===== src/rtl/uart_regfile_handler.sv =====
// Byte-stream command decoder and register file for uart_rx/uart_tx (write, read-back, NAK, timeout).
// Optional macro UART_REGFILE_ACK_EN: a successful write commit sends ACK 0x06.
module uart_regfile_handler #(
  parameter int NUM_REGS       = 4,
  parameter int REG_BYTES      = 2,
  parameter int TIMEOUT_CYCLES = 50000
) (
  input  logic                            clk,
  input  logic                            rst_n,
  input  logic [7:0]                      rx_data_i,
  input  logic                            rx_valid_i,
  output logic [7:0]                      tx_data_o,
  output logic                            tx_valid_o,
  input  logic                            tx_ready_i,
  output logic [NUM_REGS*8*REG_BYTES-1:0] regs_o,
  output logic [NUM_REGS-1:0]             update_o,
  output logic                            busy_o,
  output logic                            timeout_o
);
  localparam int         W       = 8 * REG_BYTES;
  localparam int         IDXW    = (NUM_REGS > 1) ? $clog2(NUM_REGS) : 1;
  localparam logic [7:0] NREGS   = 8'(NUM_REGS);
  localparam logic [2:0] LAST    = 3'(REG_BYTES - 1);
  localparam bit         TO_EN   = (TIMEOUT_CYCLES > 0);
  localparam logic [31:0] TO_LAST = TO_EN ? 32'(TIMEOUT_CYCLES - 1) : 32'd0;
  // Response bytes are placed in the top byte of the tx shift register.
  localparam logic [W-1:0] NAK_W = W'(8'h15) << (W - 8);
`ifdef UART_REGFILE_ACK_EN
  localparam logic [W-1:0] ACK_W = W'(8'h06) << (W - 8);
`endif

  typedef enum logic [2:0] {IDLE, WR_DATA, WR_DRAIN, RD_SEND, RESP} state_t;

  state_t                     state;
  logic [NUM_REGS-1:0][W-1:0] regs;
  logic [W-1:0]               asm_q, asm_nxt, tx_sh;
  logic [IDXW-1:0]            idx_q, rx_idx;
  logic [2:0]                 bcnt;
  logic [31:0]                to_cnt;
  logic                       cmd_ok, tx_hs;

  assign asm_nxt   = (asm_q << 8) | W'(rx_data_i);
  assign rx_idx    = rx_data_i[IDXW-1:0];
  assign cmd_ok    = {1'b0, rx_data_i[6:0]} < NREGS;
  assign tx_hs     = tx_valid_o & tx_ready_i;
  assign tx_data_o = tx_sh[W-1 -: 8];
  assign regs_o    = regs;
  assign busy_o    = (state != IDLE);

  always_ff @(posedge clk or negedge rst_n) begin
    if (!rst_n) begin
      state      <= IDLE;
      regs       <= '0;
      asm_q      <= '0;
      tx_sh      <= '0;
      idx_q      <= '0;
      bcnt       <= '0;
      to_cnt     <= '0;
      tx_valid_o <= 1'b0;
      update_o   <= '0;
      timeout_o  <= 1'b0;
    end else begin
      update_o  <= '0;
      timeout_o <= 1'b0;
      case (state)
        IDLE: begin
          to_cnt <= '0;
          if (rx_valid_i) begin
            bcnt <= '0;
            if (!rx_data_i[7]) begin
              idx_q <= rx_idx;
              state <= cmd_ok ? WR_DATA : WR_DRAIN;
            end else if (cmd_ok) begin
              tx_sh      <= regs[rx_idx];
              tx_valid_o <= 1'b1;
              state      <= RD_SEND;
            end else begin
              tx_sh      <= NAK_W;
              tx_valid_o <= 1'b1;
              state      <= RESP;
            end
          end
        end
        WR_DATA, WR_DRAIN: begin
          if (rx_valid_i) begin
            to_cnt <= '0;
            bcnt   <= bcnt + 3'd1;
            asm_q  <= asm_nxt;
            if (bcnt == LAST) begin
              if (state == WR_DATA) begin
                // Whole word lands in one edge so regs_o never shows a partial value.
                regs[idx_q]     <= asm_nxt;
                update_o[idx_q] <= 1'b1;
`ifdef UART_REGFILE_ACK_EN
                tx_sh      <= ACK_W;
                tx_valid_o <= 1'b1;
                state      <= RESP;
`else
                state      <= IDLE;
`endif
              end else begin
                tx_sh      <= NAK_W;
                tx_valid_o <= 1'b1;
                state      <= RESP;
              end
            end
          end else if (TO_EN) begin
            if (to_cnt == TO_LAST) begin
              to_cnt    <= '0;
              timeout_o <= 1'b1;
              state     <= IDLE;
            end else begin
              to_cnt <= to_cnt + 32'd1;
            end
          end
        end
        RD_SEND: begin
          if (tx_hs) begin
            if (bcnt == LAST) begin
              tx_valid_o <= 1'b0;
              state      <= IDLE;
            end else begin
              bcnt  <= bcnt + 3'd1;
              tx_sh <= tx_sh << 8;
            end
          end
        end
        RESP: begin
          if (tx_hs) begin
            tx_valid_o <= 1'b0;
            state      <= IDLE;
          end
        end
        default: state <= IDLE;
      endcase
    end
  end
endmodule

===== config.mk =====
export PLATFORM = sky130hd
export DESIGN_NAME = uart_regfile_handler
export DESIGN_NICKNAME = d
export VERILOG_FILES = /design/src/rtl/uart_regfile_handler.sv
export SDC_FILE = /design/constraint.sdc
export NUM_CORES = 1
export LEC_CHECK = 0
export BUFFER_PORTS_ARGS = -buffer_cell sky130_fd_sc_hd__buf_4
export CORE_MARGIN = 3
export CORE_UTILIZATION = 50
export CTS_CLUSTER_DIAMETER = 30
export DETAILED_ROUTE_END_ITERATION = 10
export GPL_TIMING_DRIVEN = 0
export MAX_ROUTING_LAYER = met4
export PLACE_DENSITY = 0.82
export SLEW_MARGIN = 5
export SYNTH_ARGS = -nofsm -noshare
export SYNTH_HDL_FRONTEND = slang
export SYNTH_SLANG_ARGS = --single-unit
export TNS_END_PERCENT = 100

===== constraint.sdc =====
create_clock -name clk -period 2.1 [get_ports clk]
set_input_delay 0.105 -clock clk [delete_from_list [all_inputs] [get_ports clk]]
set_output_delay 0.105 -clock clk [all_outputs]
set_load 0.03 [all_outputs]

==> results of run 1 <==
[synth_stat cells (all sizes together), types with 3 or more instances]
cell type / count / area, µm²
dfrtp: 134 / 3350
nand2: 92 / 345
mux2: 61 / 694
nor2: 42 / 158
o21ai: 23 / 115
clkbuf: 19 / 71.3
xnor2: 17 / 149
buf: 16 / 114
mux4: 16 / 360
nand3: 15 / 75.1
nand4: 14 / 87.6
nor4: 14 / 87.6
inv: 11 / 41.3
nor3: 11 / 60.1
and3: 10 / 65.1
xor2: 10 / 87.6
a22oi: 5 / 37.5
a21oi: 4 / 20.0
and2: 4 / 25.0
ha: 4 / 50.1
or4: 4 / 38.8
a31oi: 3 / 25.0
nand2b: 3 / 18.8
o22ai: 3 / 18.8
o41ai: 3 / 52.6
[power groups by stage]
stage	clock network (W)	logic, W	registers [W]
final	0.00293	0.00200	0.00304
after global routing	0.00307	0.00213	0.00307
after CTS	0.00294	0.00179	0.00303
after detailed placement	0	0.00157	0.00307
after global placement	0	0.00152	0.00304
after floorplan	0	0.000987	0.00312
[sequential cells by signal, summed over array words and instances (netlist names), 2 cells and up]
register,count
state,3
asm_q,8
update_o,4
tx_sh,16
regs_o,64
bcnt,3
idx_q,2
to_cnt,32
[final cells by class]
cell class	instances	area (µm²)
buffer	33	230
clock buffer	19	443
clock inverter	13	138
fill	827	3700
inverter	11	41.3
multi-input combinational	386	3070
sequential	134	3360
tap	168	210
timing repair buffer	129	1070
[cell families after synthesis]
family | after synthesis | share of synthesized area
AOI/OAI and AO/OA | 56 | 0.0634
adders and majority gates | 4 | 0.00783
xor gates and xnor gates | 27 | 0.0370
muxes | 78 | 0.167
and+or+nand+nor | 221 | 0.165
buffers and inverters | 46 | 0.0354
DFF | 134 | 0.525
[final timing paths]
| kind | start | endpoint | slack (ns) |
|---|---|---|---|
| setup reg to reg | to_cnt[16] | to_cnt[23] | -0.19 |
| hold reg to reg | tx_sh[8] | tx_sh[8] | 0.50 |
| hold / removal | rst_n | to_cnt[16] | 0.14 |
| min in group clk | tx_ready_i | bcnt[0] | 0.23 |
| setup / recovery | to_cnt[16] | to_cnt[23] | -0.19 |
| max in group asynchronous | rst_n | regs_o[49] | 1.17 |
[critical path, delay by kind of cell, from the launching register on]
kind,cells,cell delay (ns)
AND/OR/NAND/NOR,3,1.03
AO/OA/AOI/OAI,2,0.53
flip-flops,1,0.39
buffers and inverters,1,0.22
[metal layers]
layer	track usage	share of wire
met5	-	0
met4	0.0891	0.024
met3	0.0807	0.077
met2	0.421	0.50
met1	0.318	0.39
[metrics by stage]
stage          std cells   util
2_1_floorplan        566      -
3_3_place_gp         824  0.596
3_5_place_dp         825  0.598
4_1_cts              882  0.675
5_1_grt              893  0.698
6_report             893  0.698
[what timing repair did]
action                                  4_1_cts  5_1_grt
endpoints found under the setup margin      101       95
gates resized for setup                      36       63
buffers inserted                             15       14
gates cloned                                  3        0
pin swaps                                     6       23
hold buffers                                  7        0
endpoints found under the hold margin        58        0
==> results.md, run 1 <==
Power and ir drop
* total design power: 0.00797 W
* Pleak: 4.04 nW
* total internal power: 0.00537 W
* proportion of power drawn by flip-flops and latches: 0.382
* switching part of the total: 0.326
* combinational fraction of design power: 0.251
* Max VDD drop: 755 µV
* net switching power: 0.00260 W
* part of the total power dissipated in the clock network: 0.368
* ratio of total power to cell area: 932 nW/µm²

Worst setup path
* cells on worst reg2reg path: 6
* max incr delay on CP: 0.54 ns
* highest net fanout along the worst path: 5
* cell-by-cell trace of the critical path: or4_4 -> or4_4 -> o41ai_4 -> buf_4 -> nor3_2 -> o22a_1
* required time at the endpoint of the critical path: 2.40 ns
* nature of the critical path startpoint: flip-flop
* arrival time at the worst endpoint: 2.59 ns
* capturing element type of the critical path: flip-flop
* cell type with the highest occurrence count on the critical path: sky130_fd_sc_hd__or4_4
* Critical Setup Path Class: reg -> reg
* critical-path cell with the highest stage delay: sky130_fd_sc_hd__or4_4

STA
* unrepaired setup endpoints after global routing: true
* least setup slack across all paths after layout: -0.186 ns
* Tightest Pin Transition: 0.774 ns
* setup violation total in the final timing report: 29
* total count of hold-check failures in the final report: 0
* Relative slew margins: 0.484
* Post-Route Skew: 0.0117 ns
* final critical path time including I/O delays and setup: 2.29 ns
* total count of max-transition violations in the final report: 0
* post-route clock period utilization: 1.09
* Worst Hold Slack: 0.139 ns
* max frequency: 0.438 GHz
* Setup TNS: -3.55 ns

Placed design
* number of input and output port buffers inserted: 90
* DPL Wire Length: 11,300 µm
* Post-Place Worst Slack: -0.582 ns
* post-detailed-placement cell area: 7330 µm²
* Final GP Congestion: 0.899

Synthesis
* post-synthesis average cell area: 11.3 µm²
* sequential-to-total area share from yosys stat: 0.525
* Post-Syn Area: 6390 µm²
* post-synthesis register bit count: 134
* flip-flop cell with the highest count after synthesis: sky130_fd_sc_hd__dfrtp_1
* number of enable-type register cells in the synthesized netlist: 0
* post-synthesis instance total: 566
* count of warnings emitted by yosys: 0
* number of library cell types mapped by synthesis: 57
* fraction of synthesis flops using an asynchronous set or reset pin: 1.00
* number of nets in the synthesized netlist: 582

GRT
* GRT overflow: 0
* All-Layer GR Usage: 0.263
* largest net degree at the start of global routing: 103
* antenna violations before repair: 0
* global-route wire length before repair: 28,500 µm
* via count of the first global-routing pass: 5,473

Clock network
* worst skew pair latency: 0.42 ns
* clock-pin slew on the worst setup and hold paths: 0.07 ns
* htree depth: 4
* CTS root buffer: sky130_fd_sc_hd__clkbuf_16
* clock tree from TritonCTS: done
* CTS Sinks: 134
* CTS Buffer Depth: 2
* number of buffers inserted during clock tree synthesis: 17

Detailed routing
* DRT Pass-1 Iters: 7
* violation count after the first detailed-routing iteration: 580
* count of vias placed by the detailed router: 5,204
* remaining routing DRC violations: 0
* Routed Antenna Nets: 0
* routed length per instance: 20.7 µm
* Avg Vias per Cell: 5.83
* routed wire length: 18,400 µm

Die
* area of the core: 12,300 µm²
* Die X: 119 µm
* floorplan die height: 119 µm
* initial core utilization: 0.521
* I/O pins: 91
* Row Count: 40
* Die Area: 14,200 µm²

Run status
* failing checks: negative setup slack
* run status: finished, violations left

Final layout
* cell area after layout: 8560 µm²
* post-layout net count: 728
* synth-to-layout area growth: 33.9%
* most common cell after layout, fill and taps aside: sky130_fd_sc_hd__dfrtp_1
* most used cells in the layout excluding fill and tap cells: 130 x sky130_fd_sc_hd__dfrtp_1, 122 x sky130_fd_sc_hd__buf_4, 91 x sky130_fd_sc_hd__nand2_1
* antenna cell count: 0
* fraction of layout cells with a size suffix above 1: 0.419

Job
* number of maximum-capacitance violations: 0

Min path
* path type of the worst min-delay path: in -> async

(Power assumes the default switching activity.)
==> inputs of run 2 (changes only) <==
- PLACE_DENSITY: 0.82 -> 0.79
- clock period: 2.1 -> 2.85 ns (I/O delays scaled with it)
==> results.md, run 2 (synthesized netlist as in run 1, its figures left out) <==
Run status
* run status: complete, no violations, was finished, violations left

Detailed routing
* Avg Vias per Cell: 5.66, was 5.83
* violation count after the first detailed-routing iteration: 399, was 580
* Routed Antenna Nets: 0, unchanged
* count of vias placed by the detailed router: 4,870, was 5,204
* DRT Pass-1 Iters: 5, was 7
* routed length per instance: 18.6 µm, was 20.7 µm
* remaining routing DRC violations: 0, unchanged
* routed wire length: 16,000 µm, was 18,400 µm

Power and ir drop
* combinational fraction of design power: 0.212, was 0.251
* switching part of the total: 0.302, was 0.326
* Pleak: 3.78 nW, was 4.04 nW
* net switching power: 0.00164 W, was 0.00260 W
* Max VDD drop: 459 µV, was 755 µV
* ratio of total power to cell area: 684 nW/µm², was 932 nW/µm²
* part of the total power dissipated in the clock network: 0.374, was 0.368
* proportion of power drawn by flip-flops and latches: 0.413, was 0.382
* total internal power: 0.00378 W, was 0.00537 W

Worst setup path
* cells on worst reg2reg path: 7, was 6
* capturing element type of the critical path: flip-flop, unchanged
* Critical Setup Path Class: reg -> reg, unchanged
* required time at the endpoint of the critical path: 3.15 ns, was 2.40 ns
* max incr delay on CP: 0.58 ns, was 0.54 ns
* end of the critical path: regs_o[9], was to_cnt[23]
* reg-to-reg setup timing slack: 0.02 ns, was -0.19 ns
* nature of the critical path startpoint: flip-flop, unchanged
* highest net fanout along the worst path: 10, was 5
* launching instance or port of the critical path: bcnt[1], was to_cnt[16]
* endpoint of the worst register-to-register path: regs_o[9], was to_cnt[23]
* source of the worst register-to-register timing path: bcnt[1], was to_cnt[16]
* critical-path cell with the highest stage delay: sky130_fd_sc_hd__nor3_2, was sky130_fd_sc_hd__or4_4
* cell-by-cell trace of the critical path: inv_1 -> ha_1 -> nor2b_1 -> nand4_1 -> nor3_2 -> clkbuf_2 -> mux2_2, was or4_4 -> or4_4 -> o41ai_4 -> buf_4 -> nor3_2 -> o22a_1
* arrival time at the worst endpoint: 3.12 ns, was 2.59 ns

Die
* Die Area: 14,200 µm², unchanged
* Die X: 119 µm, unchanged
* area of the core: 12,300 µm², unchanged
* floorplan die height: 119 µm, unchanged
* initial core utilization: 0.521, unchanged
* Row Count: 40, unchanged
* I/O pins: 91, unchanged

Final layout
* cell area after layout: 7920 µm², was 8560 µm²
* most common cell after layout, fill and taps aside: sky130_fd_sc_hd__dfrtp_1, unchanged
* synth-to-layout area growth: 24.0%, was 33.9%
* post-layout net count: 698, was 728
* final standard cell utilization of the core: 0.646, was 0.698
* number of flip-flops in the largest register: 64, unchanged
* fraction of layout cells with a size suffix above 1: 0.327, was 0.419
* most used cells in the layout excluding fill and tap cells: 134 x sky130_fd_sc_hd__dfrtp_1, 100 x sky130_fd_sc_hd__buf_4, 92 x sky130_fd_sc_hd__nand2_1, was 130 x sky130_fd_sc_hd__dfrtp_1, 122 x sky130_fd_sc_hd__buf_4, 91 x sky130_fd_sc_hd__nand2_1
* antenna cell count: 0, unchanged

Clock network
* number of buffers inserted during clock tree synthesis: 17, unchanged
* CTS root buffer: sky130_fd_sc_hd__clkbuf_16, unchanged
* CTS Sinks: 134, unchanged
* worst skew pair latency: 0.42 ns, about the same
* htree depth: 4, unchanged
* CTS Buffer Depth: 2, unchanged
* clock-pin slew on the worst setup and hold paths: 0.06 ns, was 0.07 ns
* clock tree from TritonCTS: done, unchanged

GRT
* via count of the first global-routing pass: 5,069, was 5,473
* antenna violations before repair: 0, unchanged
* All-Layer GR Usage: 0.247, was 0.263
* largest net degree at the start of global routing: 70, was 103
* global-route wire length before repair: 26,700 µm, was 28,500 µm
* GRT overflow: 0, unchanged

STA
* Worst Hold Slack: 0.0413 ns, was 0.139 ns
* max frequency: 0.354 GHz, was 0.438 GHz
* final critical path time including I/O delays and setup: 2.83 ns, was 2.29 ns
* post-route clock period utilization: 0.991, was 1.09
* total count of hold-check failures in the final report: 0, unchanged
* Tightest Pin Transition: 1.01 ns, was 0.774 ns
* unrepaired setup endpoints after global routing: true, unchanged
* Relative slew margins: 0.322, was 0.484
* least setup slack across all paths after layout: 0.0248 ns, was -0.186 ns
* Setup TNS: 0 ns, was -3.55 ns
* total count of max-transition violations in the final report: 0, unchanged
* Post-Route Skew: 0.00930 ns, was 0.0117 ns
* setup violation total in the final timing report: 0, was 29

Placed design
* number of input and output port buffers inserted: 90, unchanged
* post-detailed-placement cell area: 7310 µm², was 7330 µm²
* Post-Place Worst Slack: -0.219 ns, was -0.582 ns
* DPL Wire Length: 11,200 µm, was 11,300 µm
* Final GP Congestion: 0.880, was 0.899

Job
* number of maximum-capacitance violations: 0, unchanged

Min path
* path type of the worst min-delay path: in -> reg, was in -> async

## run 2: changes by cell type in the layout (fill, tap and decap cells not counted), sizes merged
| cell | previous run | this run |
|---|---|---|
| dlygate4sd3 | 7 | 6 |
| buf | 138 | 107 |
| clkbuf | 36 | 40 |
| clkinv | 3 | 5 |
| inv | 18 | 11 |
## run 2: worst max-delay path, delay by kind of cell, from the launching register on
| kind | cells | cell delay, ns |
|---|---|---|
| fa+ha+maj | 1 | 0.15 |
| mux | 1 | 0.38 |
| simple gates | 3 | 1.28 |
| flops | 1 | 0.39 |
| buf+inv | 2 | 0.49 |
## run 2: metrics by stage
stage	std cells	total power, W
final	860	0.00542
after global routing	860	0.00567
after CTS	860	0.00544
after detailed placement	825	0.00340
after global placement	824	0.00334
after floorplan	566	0.00301
## run 2: layer usage
metal / up-vias / GRT usage / wire [µm]
li1: 2240 / - / -
met3: 20 / 0.0750 / 1100
met5: - / - / 0
met4: 0 / 0.0695 / 206
met2: 153 / 0.388 / 7890
met1: 2457 / 0.312 / 6840
## run 2: layout make-up
cell class	instances	area (µm²)
clock buffers	21	470
well taps	168	210
fillers	922	4340
flip-flops and latches	134	3350
repair buffers	97	767
clock inverters	8	77.6
multi-input cells	386	2820
plain buffers	35	186
inverters	11	41.3
## run 2: how the worst min path moves through the flow
stage,startpoint,cells past startpoint,slack (ns),endpoint
detailed placement,rst_n,1,0.20,to_cnt[9]
finish,rx_data_i[7],3,0.04,regs_o[39]
global placement,rx_data_i[5],3,0.39,regs_o[37]
global route,rx_data_i[7],2,0.05,regs_o[55]
CTS,rx_data_i[7],3,0.03,regs_o[39]
floorplan,rst_n,0,-0.15,asm_q[0]
## run 2: power by group through the flow
stage | registers [W] | clock network (W) | logic [W]
final | 0.00224 | 0.00203 | 0.00115
after global routing | 0.00226 | 0.00216 | 0.00125
after CTS | 0.00223 | 0.00206 | 0.00115
after detailed placement | 0.00226 | 0 | 0.00113
after global placement | 0.00224 | 0 | 0.00110
after floorplan | 0.00230 | 0 | 0.000706
## run 2: timing repair
action                                  4_1_cts  5_1_grt
endpoints found under the setup margin       20       15
gates resized for setup                       2        0
hold buffers                                  6        0
buffers inserted                              0        0
endpoints found under the hold margin        74        0
==> inputs of run 3 (changes only) <==
- BUFFER_PORTS_ARGS: -buffer_cell sky130_fd_sc_hd__buf_4 -> not set
- DONT_BUFFER_PORTS: not set -> 1
- PLACE_DENSITY: 0.79 -> 0.73
==> results.md, run 3 (synthesized netlist as in run 1, its figures left out) <==
Power and ir drop
* Max VDD drop: 690 µV, was 459 µV
* ratio of total power to cell area: 758 nW/µm², was 684 nW/µm²
* Pleak: 3.32 nW, was 3.78 nW

Die
* area of the core: 12,300 µm², unchanged
* Row Count: 40, unchanged
* I/O pins: 91, unchanged
* Die Area: 14,200 µm², unchanged
* floorplan die height: 119 µm, unchanged
* initial core utilization: 0.521, unchanged
* Die X: 119 µm, unchanged

Detailed routing
* violation count after the first detailed-routing iteration: 363, was 399
* Avg Vias per Cell: 5.86, was 5.66
* Routed Antenna Nets: 0, unchanged
* remaining routing DRC violations: 0, unchanged
* routed wire length: 15,600 µm, was 16,000 µm
* count of vias placed by the detailed router: 4,525, was 4,870
* routed length per instance: 20.2 µm, was 18.6 µm
* DRT Pass-1 Iters: 4, was 5

Worst setup path
* sum of buffers and inverters on the critical path: 2, unchanged
* required time at the endpoint of the critical path: 3.16 ns, was 3.15 ns
* cell-by-cell trace of the critical path: inv_1 -> ha_1 -> nor2b_1 -> nand4_1 -> nor3_2 -> clkbuf_2 -> mux2_2, unchanged
* arrival time at the worst endpoint: 3.16 ns, was 3.12 ns
* max incr delay on CP: 0.58 ns, about the same
* reg-to-reg setup timing slack: -0.004 ns, was 0.02 ns
* cells on worst reg2reg path: 7, unchanged
* highest net fanout along the worst path: 10, unchanged
* Critical Setup Path Class: reg -> reg, unchanged
* endpoint of the worst register-to-register path: regs_o[9], unchanged
* Largest delay share family, worst path: simple AND/OR/NAND/NOR gates, unchanged
* nature of the critical path startpoint: flip-flop, unchanged
* launching instance or port of the critical path: bcnt[1], unchanged
* source of the worst register-to-register timing path: bcnt[1], unchanged
* critical-path cell with the highest stage delay: sky130_fd_sc_hd__nor3_2, unchanged
* capturing element type of the critical path: flip-flop, unchanged

Placed design
* number of input and output port buffers inserted: 0, was 90
* post-detailed-placement cell area: 6600 µm², was 7310 µm²
* Cell Count Post-Placement: 734, was 825
* DPL Wire Length: 10,700 µm, was 11,200 µm
* Final GP Congestion: 0.887, was 0.880

GRT
* largest net degree at the start of global routing: 135, was 70
* via count of the first global-routing pass: 4,825, was 5,069
* GRT overflow: 0, unchanged
* global-route wire length before repair: 25,700 µm, was 26,700 µm
* All-Layer GR Usage: 0.239, was 0.247
* antenna violations before repair: 0, unchanged

Min path
* path type of the worst min-delay path: in -> async, was in -> reg

STA
* post-route clock period utilization: 1.00, was 0.991
* setup violation total in the final timing report: 1, was 0
* Relative slew margins: 0.305, was 0.322
* final critical path time including I/O delays and setup: 2.85 ns, was 2.83 ns
* least setup slack across all paths after layout: -0.00351 ns, was 0.0248 ns
* unrepaired setup endpoints after global routing: true, unchanged
* max frequency: 0.350 GHz, was 0.354 GHz
* Worst Hold Slack: -0.581 ns, was 0.0413 ns
* total count of hold-check failures in the final report: 134, was 0
* Post-Route Skew: 0.00781 ns, was 0.00930 ns
* total count of max-transition violations in the final report: 0, unchanged
* Tightest Pin Transition: 1.03 ns, was 1.01 ns

Final layout
* filler-free cell count of the finished design: 772, was 860
* post-layout net count: 607, was 698
* antenna cell count: 0, unchanged
* number of flip-flops in the largest register: 64, unchanged
* synth-to-layout area growth: 14.0%, was 24.0%
* most used cells in the layout excluding fill and tap cells: 134 x sky130_fd_sc_hd__dfrtp_1, 92 x sky130_fd_sc_hd__nand2_1, 59 x sky130_fd_sc_hd__mux2_2, was 134 x sky130_fd_sc_hd__dfrtp_1, 100 x sky130_fd_sc_hd__buf_4, 92 x sky130_fd_sc_hd__nand2_1
* filler cell count: 990, was 922
* fraction of layout cells with a size suffix above 1: 0.228, was 0.327
* area used by multi-input combinational logic: 2820 µm², unchanged
* most common cell after layout, fill and taps aside: sky130_fd_sc_hd__dfrtp_1, unchanged
* cell area after layout: 7290 µm², was 7920 µm²
* final standard cell utilization of the core: 0.594, was 0.646
* area occupied by registers: 3350 µm², unchanged

Clock network
* number of buffers inserted during clock tree synthesis: 17, unchanged
* worst skew pair latency: 0.43 ns, was 0.42 ns
* CTS Sinks: 134, unchanged
* CTS root buffer: sky130_fd_sc_hd__clkbuf_16, unchanged
* hold buffers post-CTS: 6, unchanged
* htree depth: 4, unchanged
* CTS Buffer Depth: 2, unchanged
* clock-pin slew on the worst setup and hold paths: 0.06 ns, about the same
* clock tree from TritonCTS: done, unchanged

Job
* number of maximum-capacitance violations: 0, unchanged

Run status
* run status: finished, violations left, was complete, no violations
* failing checks: negative hold slack, negative setup slack

[run 3: what timing repair did]
item                       4_1_cts  5_1_grt
hold endpoints to repair       164      134
setup endpoints to repair       20       19
buffers inserted                 0        0
gates resized for setup          2        0
[run 3: cell type report]
| cell class | count | area share |
|---|---|---|
| clock inverters | 14 | 0.0259 |
| clock buffers | 18 | 0.0589 |
| repair buffers | 6 | 0.00824 |
| multi-input cells | 386 | 0.387 |
| plain buffers | 35 | 0.0256 |
| flip-flops and latches | 134 | 0.460 |
| inverters | 11 | 0.00567 |
| well taps | 168 | 0.0288 |
[run 3: where the power goes]
group	switching [W]	total [W]	leakage (nW)	internal (W)
clock	0.000901	0.00230	0.296	0.00140
combinational	0.000536	0.000889	1.18	0.000354
sequential	0.000260	0.00233	1.84	0.00207
[run 3: how the worst max path moves through the flow]
stage	end	slack [ns]	cells after the start
floorplan	state[0]	0.57	6
global placement	regs_o[45]	-0.06	8
detailed placement	regs_o[44]	-0.17	8
CTS	regs_o[9]	0.06	7
global route	regs_o[11]	-0.07	7
finish	regs_o[9]	-0.004	7
[run 3: worst reg2reg max path, cell delays in order (launching register included)]
cell and delay (ns):
sky130_fd_sc_hd__dfrtp_1 0.39, sky130_fd_sc_hd__inv_1 0.06, sky130_fd_sc_hd__ha_1 0.15, sky130_fd_sc_hd__nor2b_1 0.39, sky130_fd_sc_hd__nand4_1 0.31, sky130_fd_sc_hd__nor3_2 0.59
sky130_fd_sc_hd__clkbuf_2 0.45, sky130_fd_sc_hd__mux2_2 0.39
[run 3: per-stage QoR]
step                      total power [W]  setup slack [ns]  hold slack, ns  setup TNS, ns
final                             0.00552          -0.00351          -0.581       -0.00351
after global routing              0.00576           -0.0708          -0.604         -0.830
after CTS                         0.00555            0.0631          -0.605              0
after detailed placement          0.00323            -0.168          -0.148          -2.31
after global placement            0.00319           -0.0581          -0.149         -0.461
after floorplan                   0.00301             0.571          -0.153              0
[run 3: metal layers]
layer / vias to the layer above / GRT usage / part of all wire
met3: 30 / 0.0983 / 0.086
met5: - / - / 0
li1: 2060 / - / -
met1: 2294 / 0.277 / 0.40
met2: 141 / 0.372 / 0.49
met4: 0 / 0.0927 / 0.024
